===== config.mk =====
export PLATFORM = sky130hd
export DESIGN_NAME = encrypt_process
export DESIGN_NICKNAME = d
export VERILOG_FILES = /design/src/rtl/encrypt_process.sv
export SDC_FILE = /design/constraint.sdc
export NUM_CORES = 1
export LEC_CHECK = 0
export CORE_AREA = 10 10 318 320
export DETAILED_ROUTE_END_ITERATION = 16
export DIE_AREA = 0 0 328 330
export SLEW_MARGIN = 10
export SYNTH_ARGS = -nofsm -noshare
export SYNTH_HDL_FRONTEND = slang
export SYNTH_SLANG_ARGS = --single-unit

===== constraint.sdc =====
create_clock -name clk -period 47.3 [get_ports clk]
set_input_delay 9.46 -clock clk [delete_from_list [all_inputs] [get_ports clk]]
set_output_delay 9.46 -clock clk [all_outputs]
set_load 0.05 [all_outputs]

===== src/rtl/encrypt_process.sv =====
// ACORN-128 encryption stage: absorbs a 128-bit plaintext block, one state-update
// step per clock over 384 steps (128 data, one padding '1', 255 zero steps).
module encrypt_process (
  input  logic         clk,
  input  logic         rst,
  input  logic         start,
  input  logic [292:0] state_in,
  input  logic [127:0] pt_in,
  output logic         busy,
  output logic         done,
  output logic [127:0] ct_out,
  output logic [292:0] state_out
);

  typedef enum logic {IDLE, RUN} fsm_t;

  fsm_t         st, st_nxt;
  logic [292:0] s, u, s_nxt;
  logic [127:0] p;
  logic [8:0]   cnt;
  logic         last, m, ca, ks, f;

  assign last = (cnt == 9'd383);

  function automatic logic maj(input logic x, input logic y, input logic z);
    return (x & y) ^ (x & z) ^ (y & z);
  endfunction

  function automatic logic ch(input logic x, input logic y, input logic z);
    return (x & y) ^ (~x & z);
  endfunction

  // state register
  always_ff @(posedge clk or posedge rst)
    if (rst) st <= IDLE;
    else     st <= st_nxt;

  // next state
  always_comb begin
    st_nxt = st;
    case (st)
      IDLE: if (start) st_nxt = RUN;
      RUN:  if (last)  st_nxt = IDLE;
      default:         st_nxt = IDLE;
    endcase
  end

  // outputs
  always_comb begin
    busy      = (st == RUN);
    state_out = s;
  end

  // Step inputs: data bits for 0..127, padding '1' at 128, zeros after;
  // ca drops at step 256. cb is zero for the whole stage so its term is dropped.
  always_comb begin
    m  = (cnt < 9'd128) ? p[cnt[6:0]] : (cnt == 9'd128);
    ca = ~cnt[8];
  end

  // One step; each LFSR fold sees the folds above it already applied.
  always_comb begin
    u      = s;
    u[289] = u[289] ^ u[235] ^ u[230];
    u[230] = u[230] ^ u[196] ^ u[193];
    u[193] = u[193] ^ u[160] ^ u[154];
    u[154] = u[154] ^ u[111] ^ u[107];
    u[107] = u[107] ^ u[66]  ^ u[61];
    u[61]  = u[61]  ^ u[23]  ^ u[0];
    ks     = u[12] ^ u[154] ^ maj(u[235], u[61], u[193]) ^ ch(u[230], u[111], u[66]);
    f      = u[0] ^ ~u[107] ^ maj(u[244], u[23], u[160]) ^ (ca & u[196]);
    s_nxt  = {f ^ m, u[292:1]};
  end

  always_ff @(posedge clk or posedge rst)
    if (rst) begin
      s      <= '0;
      p      <= '0;
      cnt    <= '0;
      ct_out <= '0;
      done   <= 1'b0;
    end else begin
      done <= (st == RUN) && last;
      if (st == IDLE && start) begin
        s      <= state_in;
        p      <= pt_in;
        cnt    <= '0;
        ct_out <= '0;
      end else if (st == RUN) begin
        s   <= s_nxt;
        cnt <= last ? 9'd0 : cnt + 9'd1;
        if (cnt[8:7] == 2'b00) ct_out[cnt[6:0]] <= p[cnt[6:0]] ^ ks;
      end
    end

endmodule

==> out/results.md, run 1 <==
| Stage | Metric | Value |
| --- | --- | --- |
| outcome | Outcome | finished, final reports clean |
| worst setup path | Sort of element at the end of the critical path | async pin |
| floorplanning | Core Region | 94,600 sq um |
| clock tree | H-tree levels | 3 |
| routing | Drt total wl | 112 mm |
| clock tree | TritonCTS clock tree | built |
| global route | All-Layer GR Usage | 0.198 |
| sta | Transition time of the tightest slew-check pin | 1.36 ns |
| routing | Number of DRC violations after detailed-routing iteration 0 | 1,736 |
| yosys | Synth top cells by count | 819 x sky130_fd_sc_hd__nand2_1, 560 x sky130_fd_sc_hd__dfrtp_1, 317 x sky130_fd_sc_hd__mux2i_1 |
| yosys | Syn Std Cell Area | 26,100 sq um |
| routing | Routed wire length per instance | 23.9 um |
| placement | IO buf count | 846 |
| floorplanning | Area of the die | 108,000 sq um |
| sta | Endpoints failing setup | 0 |
| floorplanning | Die Ht | 330 um |
| cells and area | Net total in the final layout | 3,801 |
| global route | Final global-route overflow total | 0 |
| global route | Pin count of the biggest net entering global routing | 232 |
| clock tree | Clock sink count | 560 |
| worst setup path | Reg-to-reg startpoint | cnt[0] |
| floorplanning | Effective utilization at floorplan | 0.276 |
| yosys | Cell with the most instances after synthesis | sky130_fd_sc_hd__nand2_1 |
| worst setup path | Worst EP required | 47.96 ns |
| cells and area | Area of all placed cells without fillers | 37,900 sq um |
| clock tree | Worst-path clk slew | 0.06 ns |
| routing | Avg Vias per Cell | 4.82 |
| sta | Max_slew headroom | 0.0909 |
| cells and area | Core utilization of the finished layout | 0.400 |
| routing | Total DRC errors in the routed layout | 0 |
| yosys | Count of flip-flops with a built-in enable after synthesis | 0 |
| sta | Unrepaired setup endpoints after global routing | false |
| pwr | Worst vdd ir | 19.5 uV |
| yosys | Average cell area after synthesis | 9.93 sq um |
| job | Max cap viols | 0 |
| floorplanning | Number of placement rows | 113 |
| routing | Antenna Nets Post-Route | 0 |
| yosys | Main area contributors after synthesis | sky130_fd_sc_hd__dfrtp_1 54%, sky130_fd_sc_hd__mux2i_1 12%, sky130_fd_sc_hd__nand2_1 12% |
| global route | Global-route wire length before repair | 160 mm |
| sta | Number of endpoints with negative hold slack in the final report | 0 |
| min path | Start point of the worst hold path | p[38] |
| yosys | Most instantiated flip-flop cell in the synthesis netlist | sky130_fd_sc_hd__dfrtp_1 |
| clock tree | Hold buffer count at cts | 0 |
| global route | Number of antenna violations at the first check in global routing | 25 |
| clock tree | Later-pin clock latency in the skew report | 0.63 ns |
| global route | Via count of the first global-routing pass | 22,500 |
| yosys | Count of warnings emitted by yosys | 0 |
| sta | Final-layout setup total negative slack | 0 ns |
| sta | Setup skew after layout | 0.0274 ns |
| sta | Final period util | 0.261 |
| clock tree | Resize count post-CTS | 0 |
| yosys | Share of flip-flops with an asynchronous set or reset | 1.00 |
| sta | Number of max-slew violations in the final report | 0 |
| yosys | Largest area contributor in the netlist | sky130_fd_sc_hd__dfrtp_1 |
| placement | Placed Instance Area | 35,600 sq um |
| yosys | Share of the synthesized area in the top cell type | 0.538 |
| cells and area | Share of post-route cells with drive strength above 1 | 0.0829 |
| placement | Routability Congestion | 0.873 |
| clock tree | Setup bufs post-CTS | 0 |
| yosys | Post-synthesis sequential area ratio | 0.538 |
| min path | Path type of the worst min-delay path | reg2reg |
| cells and area | Area added between synthesis and finish | 45.3% |
| sta | Fin crit period | 12.36 ns |
| worst setup path | Launching instance or port of the critical path | rst |
| yosys | Number of flip-flops and latches in the synthesized netlist | 560 |
| routing | First-pass iteration count of the detailed router | 5 |
| sta | Highest achievable clock rate | 0.0809 GHz |
| yosys | Number of distinct library cells after synthesis | 41 |
| yosys | Number of nets produced by synthesis | 3,050 |
| routing | Via count | 22,600 |
| floorplanning | Chip Width | 328 um |
| worst setup path | Crit path kind | in2async |
| yosys | Number of cells produced by synthesis | 2,624 |
| worst setup path | Crit path arrival time | 13.02 ns |
| clock tree | Inserted Clock Buffers | 69 |
| clock tree | Clock tree buffer depth | 3 |
| placement | HPWL after detailed placement | 84.0 mm |
| floorplanning | Top-Level Pins | 847 |
| pwr | P_leak | 17.1 nW |
| pwr | Power density cells | 29.9 nW/um^2 |
| worst setup path | CP Max Fanout | 152 |
| worst setup path | Critical path launch point type | input port |
| pwr | Total Power Consumption | 1.13 mW |
| clock tree | Library cell used as clock root buffer | sky130_fd_sc_hd__clkbuf_16 |
## worst max-delay path: stages
cell,delay (ns)
sky130_fd_sc_hd__clkdlybuf4s50_1,0.49
sky130_fd_sc_hd__inv_8,0.51
sky130_fd_sc_hd__buf_12,0.64
sky130_fd_sc_hd__buf_4,0.80
sky130_fd_sc_hd__buf_4,0.74
## routing by layer
| layer | share of wire | track usage |
|---|---|---|
| met5 | 0.0016 | 0 |
| met4 | 0.029 | 0.0629 |
| met3 | 0.098 | 0.0810 |
| met2 | 0.48 | 0.322 |
| met1 | 0.40 | 0.236 |
## worst paths after layout
| kind | to | slack (ns) | cells past startpoint |
|---|---|---|---|
| worst max-delay path | state_out[42] | 34.94 | 5 |
| worst min-delay path | p[38] | 0.47 | 2 |
| worst max register to register | ct_out[62] | 42.59 | 9 |
| worst min register to register | p[38] | 0.47 | 2 |
| max in group clk | busy | 35.32 | 1 |
| min in group asynchronous | p[125] | 9.33 | 2 |
## kinds of logic after synthesis
logic type	after synthesis	synth area share
muxes	342	0.143
and+or+nand+nor	946	0.143
DFF	560	0.538
AOI/OAI and AO/OA	551	0.133
buffers and inverters	200	0.0340
xor gates and xnor gates	21	0.00706
adders and majority gates	4	0.00173
## where the power goes
group          switching, mW  internal, mW  leakage (nW)
Clock                  0.216         0.313          1.08
Sequential           0.00680         0.489          6.11
Combinational         0.0520        0.0540          9.90
Total                  0.275         0.856          17.1
## per-stage QoR
| stage | hold slack (ns) | instances | setup WS (ns) |
|---|---|---|---|
| floorplan | 0.440 | 2624 | 22.18 |
| global placement | 0.452 | 4569 | 34.13 |
| detailed placement | 0.457 | 4569 | 34.17 |
| CTS | 0.471 | 4690 | 34.85 |
| global route | 0.490 | 4697 | 34.47 |
| finish | 0.468 | 4698 | 34.94 |
## placed cells by master (no fill, tap or decap), types with 6 or more instances in the layout
| cell type | count |
|---|---|
| sky130_fd_sc_hd__a21oi_1 | 8 |
| sky130_fd_sc_hd__buf_4 | 25 |
| sky130_fd_sc_hd__clkbuf_1 | 19 |
| sky130_fd_sc_hd__clkbuf_16 | 70 |
| sky130_fd_sc_hd__clkbuf_8 | 15 |
| sky130_fd_sc_hd__clkdlybuf4s50_1 | 845 |
| sky130_fd_sc_hd__clkinv_2 | 6 |
| sky130_fd_sc_hd__dfrtp_1 | 558 |
| sky130_fd_sc_hd__diode_2 | 8 |
| sky130_fd_sc_hd__mux2i_1 | 317 |
| sky130_fd_sc_hd__mux4_2 | 24 |
| sky130_fd_sc_hd__nand2_1 | 819 |
| sky130_fd_sc_hd__nand3_1 | 51 |
| sky130_fd_sc_hd__nor2_1 | 33 |
| sky130_fd_sc_hd__nor2b_1 | 9 |
| sky130_fd_sc_hd__o211ai_1 | 93 |
| sky130_fd_sc_hd__o21ai_0 | 301 |
| sky130_fd_sc_hd__o21ai_1 | 17 |
| sky130_fd_sc_hd__o21ai_2 | 110 |
| sky130_fd_sc_hd__o221ai_1 | 10 |
| sky130_fd_sc_hd__xnor2_1 | 15 |
## flip-flops by register name, summed over array words and instances, names as in the netlist
signal / cells
done: 1
busy: 1
cnt: 9
state_out: 293
ct_out: 128
p: 128
## area by class of cell
class,instances,area (sq um)
diodes,8,20.0
clock buffers,104,2030
clock inverters,17,194
fillers,9296,56700
inverters,4,22.5
multi-input cells,1864,11200
flip-flops and latches,560,14000
well taps,1265,1580
repair buffers,876,8760
Note: power is estimated with default switching activity, not from simulation.
==> run 2: changes to the inputs <==
CORE_AREA = 10 10 319 321   (was 10 10 318 320)
DIE_AREA = 0 0 329 331   (was 0 0 328 330)
clock period = 12.7 ns   (was 47.3 ns; I/O delays follow)
==> out/results.md, run 2 (synthesis results as in run 1) <==
| Stage | Metric | Value | vs previous |
| --- | --- | --- | --- |
| routing | Via count | 22,700 | was 22,600 |
| sta | Final period util | 0.397 |  |
| pwr | Switching power of the nets | 1.03 mW | was 275 uW |
| pwr | P_leak | 17.1 nW | about the same |
| clock tree | Hold buffer count at cts | 0 | unchanged |
| clock tree | H-tree levels | 3 | unchanged |
| global route | Number of antenna violations at the first check in global routing | 27 | was 25 |
| worst setup path | Crit path max-delay cell type | sky130_fd_sc_hd__buf_4 | unchanged |
| worst setup path | Crit path arrival time | 5.62 ns | was 13.02 ns |
| worst setup path | Crit path kind | in2async | unchanged |
| clock tree | Setup bufs post-CTS | 0 | unchanged |
| floorplanning | Core Region | 95,700 sq um | was 94,600 sq um |
| pwr | Switching share of power | 0.241 | was 0.243 |
| clock tree | Clock sink count | 560 | unchanged |
| worst setup path | R2r setup slk | 8.23 ns | was 42.59 ns |
| clock tree | Worst-path clk slew | 0.06 ns | about the same |
| pwr | Power density cells | 112 nW/um^2 | was 29.9 nW/um^2 |
| floorplanning | Die Ht | 331 um | was 330 um |
| worst setup path | Launching instance or port of the critical path | rst | unchanged |
| routing | Routed wire length per instance | 23.9 um | about the same |
| worst setup path | Worst EP required | 13.28 ns | was 47.96 ns |
| cells and area | Max reg flops | 293 | unchanged |
| clock tree | TritonCTS clock tree | built | unchanged |
| floorplanning | Area of the die | 109,000 sq um | was 108,000 sq um |
| cells and area | Share of post-route cells with drive strength above 1 | 0.0854 | was 0.0829 |
| routing | Total DRC errors in the routed layout | 0 | unchanged |
| routing | Number of DRC violations after detailed-routing iteration 0 | 1,709 | was 1,736 |
| outcome | Outcome | finished, final reports clean | unchanged |
| sta | Max_slew headroom | 0.278 | was 0.0909 |
| worst setup path | CP Max Fanout | 83 | was 152 |
| placement | Placed Instance Area | 35,600 sq um | about the same |
| sta | Number of max-slew violations in the final report | 0 | unchanged |
| global route | Pin count of the biggest net entering global routing | 230 | was 232 |
| cells and area | Area of all placed cells without fillers | 38,000 sq um | was 37,900 sq um |
| sta | Unrepaired setup endpoints after global routing | false | unchanged |
| worst setup path | Highest cell delay on the worst timing path | 0.92 ns | was 0.80 ns |
| worst setup path | Delay-heaviest family, CP | buffers and inverters | unchanged |
| pwr | Clock group share of total power | 0.473 | was 0.468 |
| global route | All-Layer GR Usage | 0.198 | about the same |
| cells and area | Leading cell type in the layout, fill and taps excluded | sky130_fd_sc_hd__clkdlybuf4s50_1 | unchanged |
| pwr | Worst vdd ir | 71.1 uV | was 19.5 uV |
| min path | Start point of the worst hold path | p[123] | was p[38] |
| clock tree | Clock tree buffer depth | 3 | unchanged |
| global route | Via count of the first global-routing pass | 22,700 | was 22,500 |
| pwr | Fraction of power consumed by sequential logic | 0.434 | was 0.438 |
| routing | Drt total wl | 113 mm | was 112 mm |
| min path | Min-Delay Path Depth | 2 | unchanged |
| clock tree | Inserted Clock Buffers | 69 | unchanged |
| sta | Highest achievable clock rate | 0.198 GHz |  |
| worst setup path | Cell repeated most along the worst path | sky130_fd_sc_hd__buf_4 | unchanged |
| worst setup path | Sort of element at the end of the critical path | async pin | unchanged |
| floorplanning | Effective utilization at floorplan | 0.272 | was 0.276 |
| floorplanning | Chip Width | 329 um | was 328 um |
| pwr | Logic pwr share | 0.093 | was 0.094 |
| min path | Path type of the worst min-delay path | reg2reg | unchanged |
| sta | Fin crit period | 5.04 ns |  |
| worst setup path | Critical path launch point type | input port | unchanged |
| clock tree | Later-pin clock latency in the skew report | 0.64 ns | was 0.63 ns |
| clock tree | Resize count post-CTS | 0 | unchanged |
| sta | Number of endpoints with negative hold slack in the final report | 0 | unchanged |
| job | Max cap viols | 0 | unchanged |
| cells and area | Net total in the final layout | 3,808 | was 3,801 |
| sta | Final-layout setup total negative slack | 0 ns | unchanged |
| worst setup path | Buffers & Inverters on Critical Path | 5 | unchanged |
| worst setup path | Worst path depth | 5 | unchanged |
| worst setup path | Crit-path cells | clkdlybuf4s50_1 -> clkinvlp_4 -> buf_4 -> buf_4 -> buf_4 | was clkdlybuf4s50_1 -> inv_8 -> buf_12 -> buf_4 -> buf_4 |
| global route | Global-route wire length before repair | 162 mm | was 160 mm |
| pwr | Design internal power | 3.23 mW | was 856 uW |
| placement | HPWL after detailed placement | 84.1 mm | was 84.0 mm |
| cells and area | Core utilization of the finished layout | 0.397 | was 0.400 |
| clock tree | Library cell used as clock root buffer | sky130_fd_sc_hd__clkbuf_16 | unchanged |
| cells and area | Most frequent cells in the layout | 845 x sky130_fd_sc_hd__clkdlybuf4s50_1, 819 x sky130_fd_sc_hd__nand2_1, 558 x sky130_fd_sc_hd__dfrtp_1, 317 x sky130_fd_sc_hd__mux2i_1, 301 x sky130_fd_sc_hd__o21ai_0 | unchanged |
| sta | Final hold slack | 0.471 ns | was 0.468 ns |
| sta | Transition time of the tightest slew-check pin | 1.08 ns | was 1.36 ns |
| routing | Antenna Nets Post-Route | 0 | unchanged |
| worst setup path | Worst R2R Path Depth | 9 | unchanged |
| placement | IO buf count | 846 | unchanged |
| cells and area | Area added between synthesis and finish | 45.6% | was 45.3% |
| placement | Routability Congestion | 0.843 | was 0.873 |
| floorplanning | Top-Level Pins | 847 | unchanged |
| routing | Avg Vias per Cell | 4.81 | was 4.82 |
| global route | Final global-route overflow total | 0 | unchanged |
| placement | Pre-CTS setup slack | 6.90 ns | was 34.17 ns |
| sta | Worst path setup slack after routing | 7.66 ns | was 34.94 ns |
| routing | First-pass iteration count of the detailed router | 7 | was 5 |
| worst setup path | Reg-to-reg startpoint | cnt[0] | unchanged |
| min path | Worst hold endpoint | p[123] | was p[38] |
| worst setup path | Crit Reg-Reg Endpoint | ct_out[5] | was ct_out[62] |
| sta | Setup skew after layout | 0.0268 ns | was 0.0274 ns |
| floorplanning | Number of placement rows | 114 | was 113 |
| sta | Endpoints failing setup | 0 | unchanged |
-- run 2: cell count changes in the layout (fill, tap and decap cells not counted), moves of 2 or more --
cell / before / now
sky130_fd_sc_hd__diode_2: 8 / 10
sky130_fd_sc_hd__clkinv_2: 6 / 3
sky130_fd_sc_hd__buf_12: 5 / 3
sky130_fd_sc_hd__clkbuf_1: 19 / 15
sky130_fd_sc_hd__inv_6: 4 / 2
sky130_fd_sc_hd__nor3_2: 1 / 3
sky130_fd_sc_hd__buf_4: 25 / 34
sky130_fd_sc_hd__nor3_4: 3 / 1
sky130_fd_sc_hd__clkbuf_8: 15 / 21
-- run 2: worst max path at each step --
stage	slack (ns)	endpoint
after floorplan	2.54	busy
after global placement	6.86	state_out[234]
after detailed placement	6.90	p[119]
after CTS	7.58	state_out[237]
after global routing	7.24	state_out[260]
final	7.66	state_out[260]
-- run 2: worst reg2reg max path: stages, from the launching register on --
cell,delay [ns]
sky130_fd_sc_hd__dfrtp_4,0.56
sky130_fd_sc_hd__buf_4,0.71
sky130_fd_sc_hd__mux4_2,0.67
sky130_fd_sc_hd__mux2i_1,0.43
sky130_fd_sc_hd__a22o_1,0.24
sky130_fd_sc_hd__nor4_1,0.11
sky130_fd_sc_hd__nor4_4,0.43
sky130_fd_sc_hd__xnor2_2,0.19
sky130_fd_sc_hd__buf_12,0.64
sky130_fd_sc_hd__o21ai_1,0.35
-- run 2: final cells by class --
class / instances / area, sq um
clock buffer: 107 / 2120
multi-input combinational: 1864 / 11200
sequential: 560 / 14000
inverter: 4 / 18.8
antenna: 10 / 25.0
clock inverter: 12 / 170
timing repair buffer: 883 / 8790
fill: 9475 / 57800
tap: 1276 / 1600
-- run 2: power by group through the flow --
stage	Combinational, mW	Sequential (mW)	Clock [mW]
2_1_floorplan	0.140	1.92	0
3_3_place_gp	0.398	1.88	0
3_5_place_dp	0.401	1.88	0
4_1_cts	0.402	1.84	2.06
5_1_grt	0.426	1.85	2.14
6_report	0.396	1.85	2.01
-- run 2: through the flow --
stage	cells	power [mW]
6_report	4716	4.25
5_1_grt	4715	4.42
3_3_place_gp	4587	2.27
2_1_floorplan	2624	2.06
3_5_place_dp	4587	2.28
4_1_cts	4706	4.31
-- run 2: routing by layer --
metal,share of wire,GRT usage,routed length [um],vias to the layer above
met5,0.0019,0,213,-
met4,0.020,0.0547,2270,32
met3,0.093,0.0735,10500,128
met2,0.48,0.324,53900,788
met1,0.41,0.244,45800,11200
li1,-,-,-,10500
==> run 3: changes to the inputs <==
clock period = 5.12 ns   (was 12.7 ns; I/O delays follow)
==> out/results.md, run 3 (synthesis results as in run 1) <==
| Stage | Metric | Value | vs previous |
| --- | --- | --- | --- |
| sta | Max_slew headroom | 0.223 | was 0.278 |
| sta | Number of max-slew violations in the final report | 0 | unchanged |
| cells and area | Net total in the final layout | 3,812 | was 3,808 |
| cells and area | Area taken by multi-input logic gates | 11,200 sq um | about the same |
| clock tree | Clock sink count | 560 | unchanged |
| outcome | Outcome | finished, final reports clean | unchanged |
| sta | Highest achievable clock rate | 0.249 GHz |  |
| floorplanning | Top-Level Pins | 847 | unchanged |
| clock tree | TritonCTS clock tree | built | unchanged |
| sta | Unrepaired setup endpoints after global routing | false | unchanged |
| global route | Final global-route overflow total | 0 | unchanged |
| worst setup path | Crit path kind | reg2reg | was in2async |
| cells and area | Area of all placed cells without fillers | 38,100 sq um | was 38,000 sq um |
| floorplanning | Area of the die | 109,000 sq um | unchanged |
| placement | Placed Instance Area | 35,800 sq um | was 35,600 sq um |
| cells and area | Number of standard cells in the layout, taps in and fillers out | 4,726 | was 4,716 |
| sta | Transition time of the tightest slew-check pin | 1.16 ns | was 1.08 ns |
| worst setup path | Critical path launch point type | flip-flop | was input port |
| clock tree | H-tree levels | 3 | unchanged |
| floorplanning | Die Ht | 331 um | unchanged |
| worst setup path | Sort of element at the end of the critical path | flip-flop | was async pin |
| sta | Number of endpoints with negative hold slack in the final report | 0 | unchanged |
| routing | Drt total wl | 115 mm | was 113 mm |
| placement | Routability Congestion | 0.864 | was 0.843 |
| clock tree | Later-pin clock latency in the skew report | 0.64 ns | about the same |
| cells and area | Share of post-route cells with drive strength above 1 | 0.0872 | was 0.0854 |
| routing | Highest metal layer with signal wires | met5 | unchanged |
| cells and area | Area taken by flip-flops and latches | 14,000 sq um | unchanged |
| sta | Fin crit period | 4.02 ns |  |
| routing | WL met1 | 45.9 mm | was 45.8 mm |
| sta | Final hold slack | 0.471 ns | about the same |
| clock tree | Hold buffer count at cts | 0 | unchanged |
| pwr | Worst vdd ir | 196 uV | was 71.1 uV |
| floorplanning | Number of placement rows | 114 | unchanged |
| min path | Path type of the worst min-delay path | reg2reg | unchanged |
| floorplanning | Core Region | 95,700 sq um | unchanged |
| placement | Cells after DPL | 4,590 | was 4,587 |
| routing | Avg Vias per Cell | 4.83 | was 4.81 |
| cells and area | Leading cell type in the layout, fill and taps excluded | sky130_fd_sc_hd__clkdlybuf4s50_1 | unchanged |
| clock tree | Clock tree buffer depth | 3 | unchanged |
| routing | Met2 Routed Length | 54.2 mm | was 53.9 mm |
| worst setup path | Crit path arrival time | 4.48 ns | was 5.62 ns |
| placement | IO buf count | 846 | unchanged |
| global route | Global-route wire length before repair | 163 mm | was 162 mm |
| sta | Endpoints failing setup | 0 | unchanged |
| floorplanning | Effective utilization at floorplan | 0.272 | unchanged |
| placement | Pre-CTS setup slack | 1.17 ns | was 6.90 ns |
| global route | Number of antenna violations at the first check in global routing | 29 | was 27 |
| job | Max cap viols | 0 | unchanged |
| sta | Final period util | 0.785 |  |
| cells and area | Max reg flops | 293 | unchanged |
| worst setup path | Worst EP required | 5.58 ns | was 13.28 ns |
| worst setup path | CP Max Fanout | 128 | was 83 |
| sta | Worst path setup slack after routing | 1.10 ns | was 7.66 ns |
| cells and area | Area added between synthesis and finish | 46.1% | was 45.6% |
| placement | HPWL after detailed placement | 86.2 mm | was 84.1 mm |
| clock tree | Inserted Clock Buffers | 70 | was 69 |
| clock tree | Setup bufs post-CTS | 0 | unchanged |
| routing | Antenna Nets Post-Route | 0 | unchanged |
| clock tree | Library cell used as clock root buffer | sky130_fd_sc_hd__clkbuf_16 | unchanged |
| routing | Routed wire length per instance | 24.3 um | was 23.9 um |
| routing | Amount of wire on met3 after detailed routing | 11.3 mm | was 10.5 mm |
| routing | First-pass iteration count of the detailed router | 6 | was 7 |
| global route | Via count of the first global-routing pass | 22,900 | was 22,700 |
| routing | Total DRC errors in the routed layout | 0 | unchanged |
| sta | Setup skew after layout | 0.0285 ns | was 0.0268 ns |
| pwr | Power density cells | 278 nW/um^2 | was 112 nW/um^2 |
| routing | Number of DRC violations after detailed-routing iteration 0 | 1,896 | was 1,709 |
| floorplanning | Chip Width | 329 um | unchanged |
| global route | All-Layer GR Usage | 0.202 | was 0.198 |
| clock tree | Worst-path clk slew | 0.06 ns | about the same |
| routing | Via count | 22,800 | was 22,700 |
| clock tree | Resize count post-CTS | 0 | unchanged |
| pwr | P_leak | 17.2 nW | was 17.1 nW |
| cells and area | Most frequent cells in the layout | 845 x sky130_fd_sc_hd__clkdlybuf4s50_1, 819 x sky130_fd_sc_hd__nand2_1, 558 x sky130_fd_sc_hd__dfrtp_1, 317 x sky130_fd_sc_hd__mux2i_1, 301 x sky130_fd_sc_hd__o21ai_0 | unchanged |
| sta | Final-layout setup total negative slack | 0 ns | unchanged |
| global route | Pin count of the biggest net entering global routing | 260 | was 230 |
| cells and area | Fillcell total | 9,381 | was 9,475 |
[run 3: cell types whose count changed in the layout (fill, tap and decap cells not counted), moves of 2 or more]
cell	change
sky130_fd_sc_hd__inv_16	+2
sky130_fd_sc_hd__inv_6	+2
sky130_fd_sc_hd__nor2_2	-2
sky130_fd_sc_hd__nor2_1	+2
sky130_fd_sc_hd__clkinv_2	+9
sky130_fd_sc_hd__clkbuf_8	-5
sky130_fd_sc_hd__buf_4	-4
sky130_fd_sc_hd__buf_12	+7
[run 3: per-stage QoR]
step                power (mW)   util
floorplan                 5.12      -
CTS                       10.7  0.397
finish                    10.6  0.398
detailed placement        5.67  0.374
global placement          5.67  0.374
global route              11.0  0.398
[run 3: area by class of cell]
cell class	count	share of cell area
Tap cell	1276	0.0419
Antenna cell	10	0.000657
Clock inverter	24	0.00674
Inverter	4	0.000493
Sequential cell	560	0.368
Multi-Input combinational cell	1864	0.295
Timing Repair Buffer	886	0.234
Clock buffer	102	0.0534
[run 3: report_power, final]
part | switching, mW | total (mW) | internal, mW
clock | 2.07 | 4.99 | 2.93
sequential | 0.0667 | 4.58 | 4.52
combinational | 0.493 | 1.00 | 0.508
[run 3: layer usage]
| metal | global-route usage | vias up |
|---|---|---|
| met4 | 0.0723 | 34 |
| met5 | 0 | - |
| met2 | 0.321 | 886 |
| li1 | - | 10600 |
| met1 | 0.246 | 11200 |
| met3 | 0.0778 | 172 |
[run 3: critical path: stages (launching register included)]
cell and delay [ns]:
sky130_fd_sc_hd__dfrtp_4 1.04, sky130_fd_sc_hd__mux4_2 0.59, sky130_fd_sc_hd__mux2i_1 0.20, sky130_fd_sc_hd__a22o_1 0.21, sky130_fd_sc_hd__nor4_1 0.08, sky130_fd_sc_hd__nor4_4 0.49, sky130_fd_sc_hd__xnor2_2 0.19, sky130_fd_sc_hd__buf_12 0.66
sky130_fd_sc_hd__a21oi_1 0.19
[run 3: path summary, 6_finish.rpt]
path                              from             end  slack [ns]  depth (start not counted)
worst max-delay path            cnt[0]       ct_out[7]        1.10                          8
worst min-delay path             p[66]           p[66]        0.47                          2
worst max register to register  cnt[0]       ct_out[7]        1.10                          8
worst min register to register   p[66]           p[66]        0.47                          2
max in group asynchronous          rst  state_out[230]        3.07                          3
min in group asynchronous          rst      ct_out[43]        0.95                          2
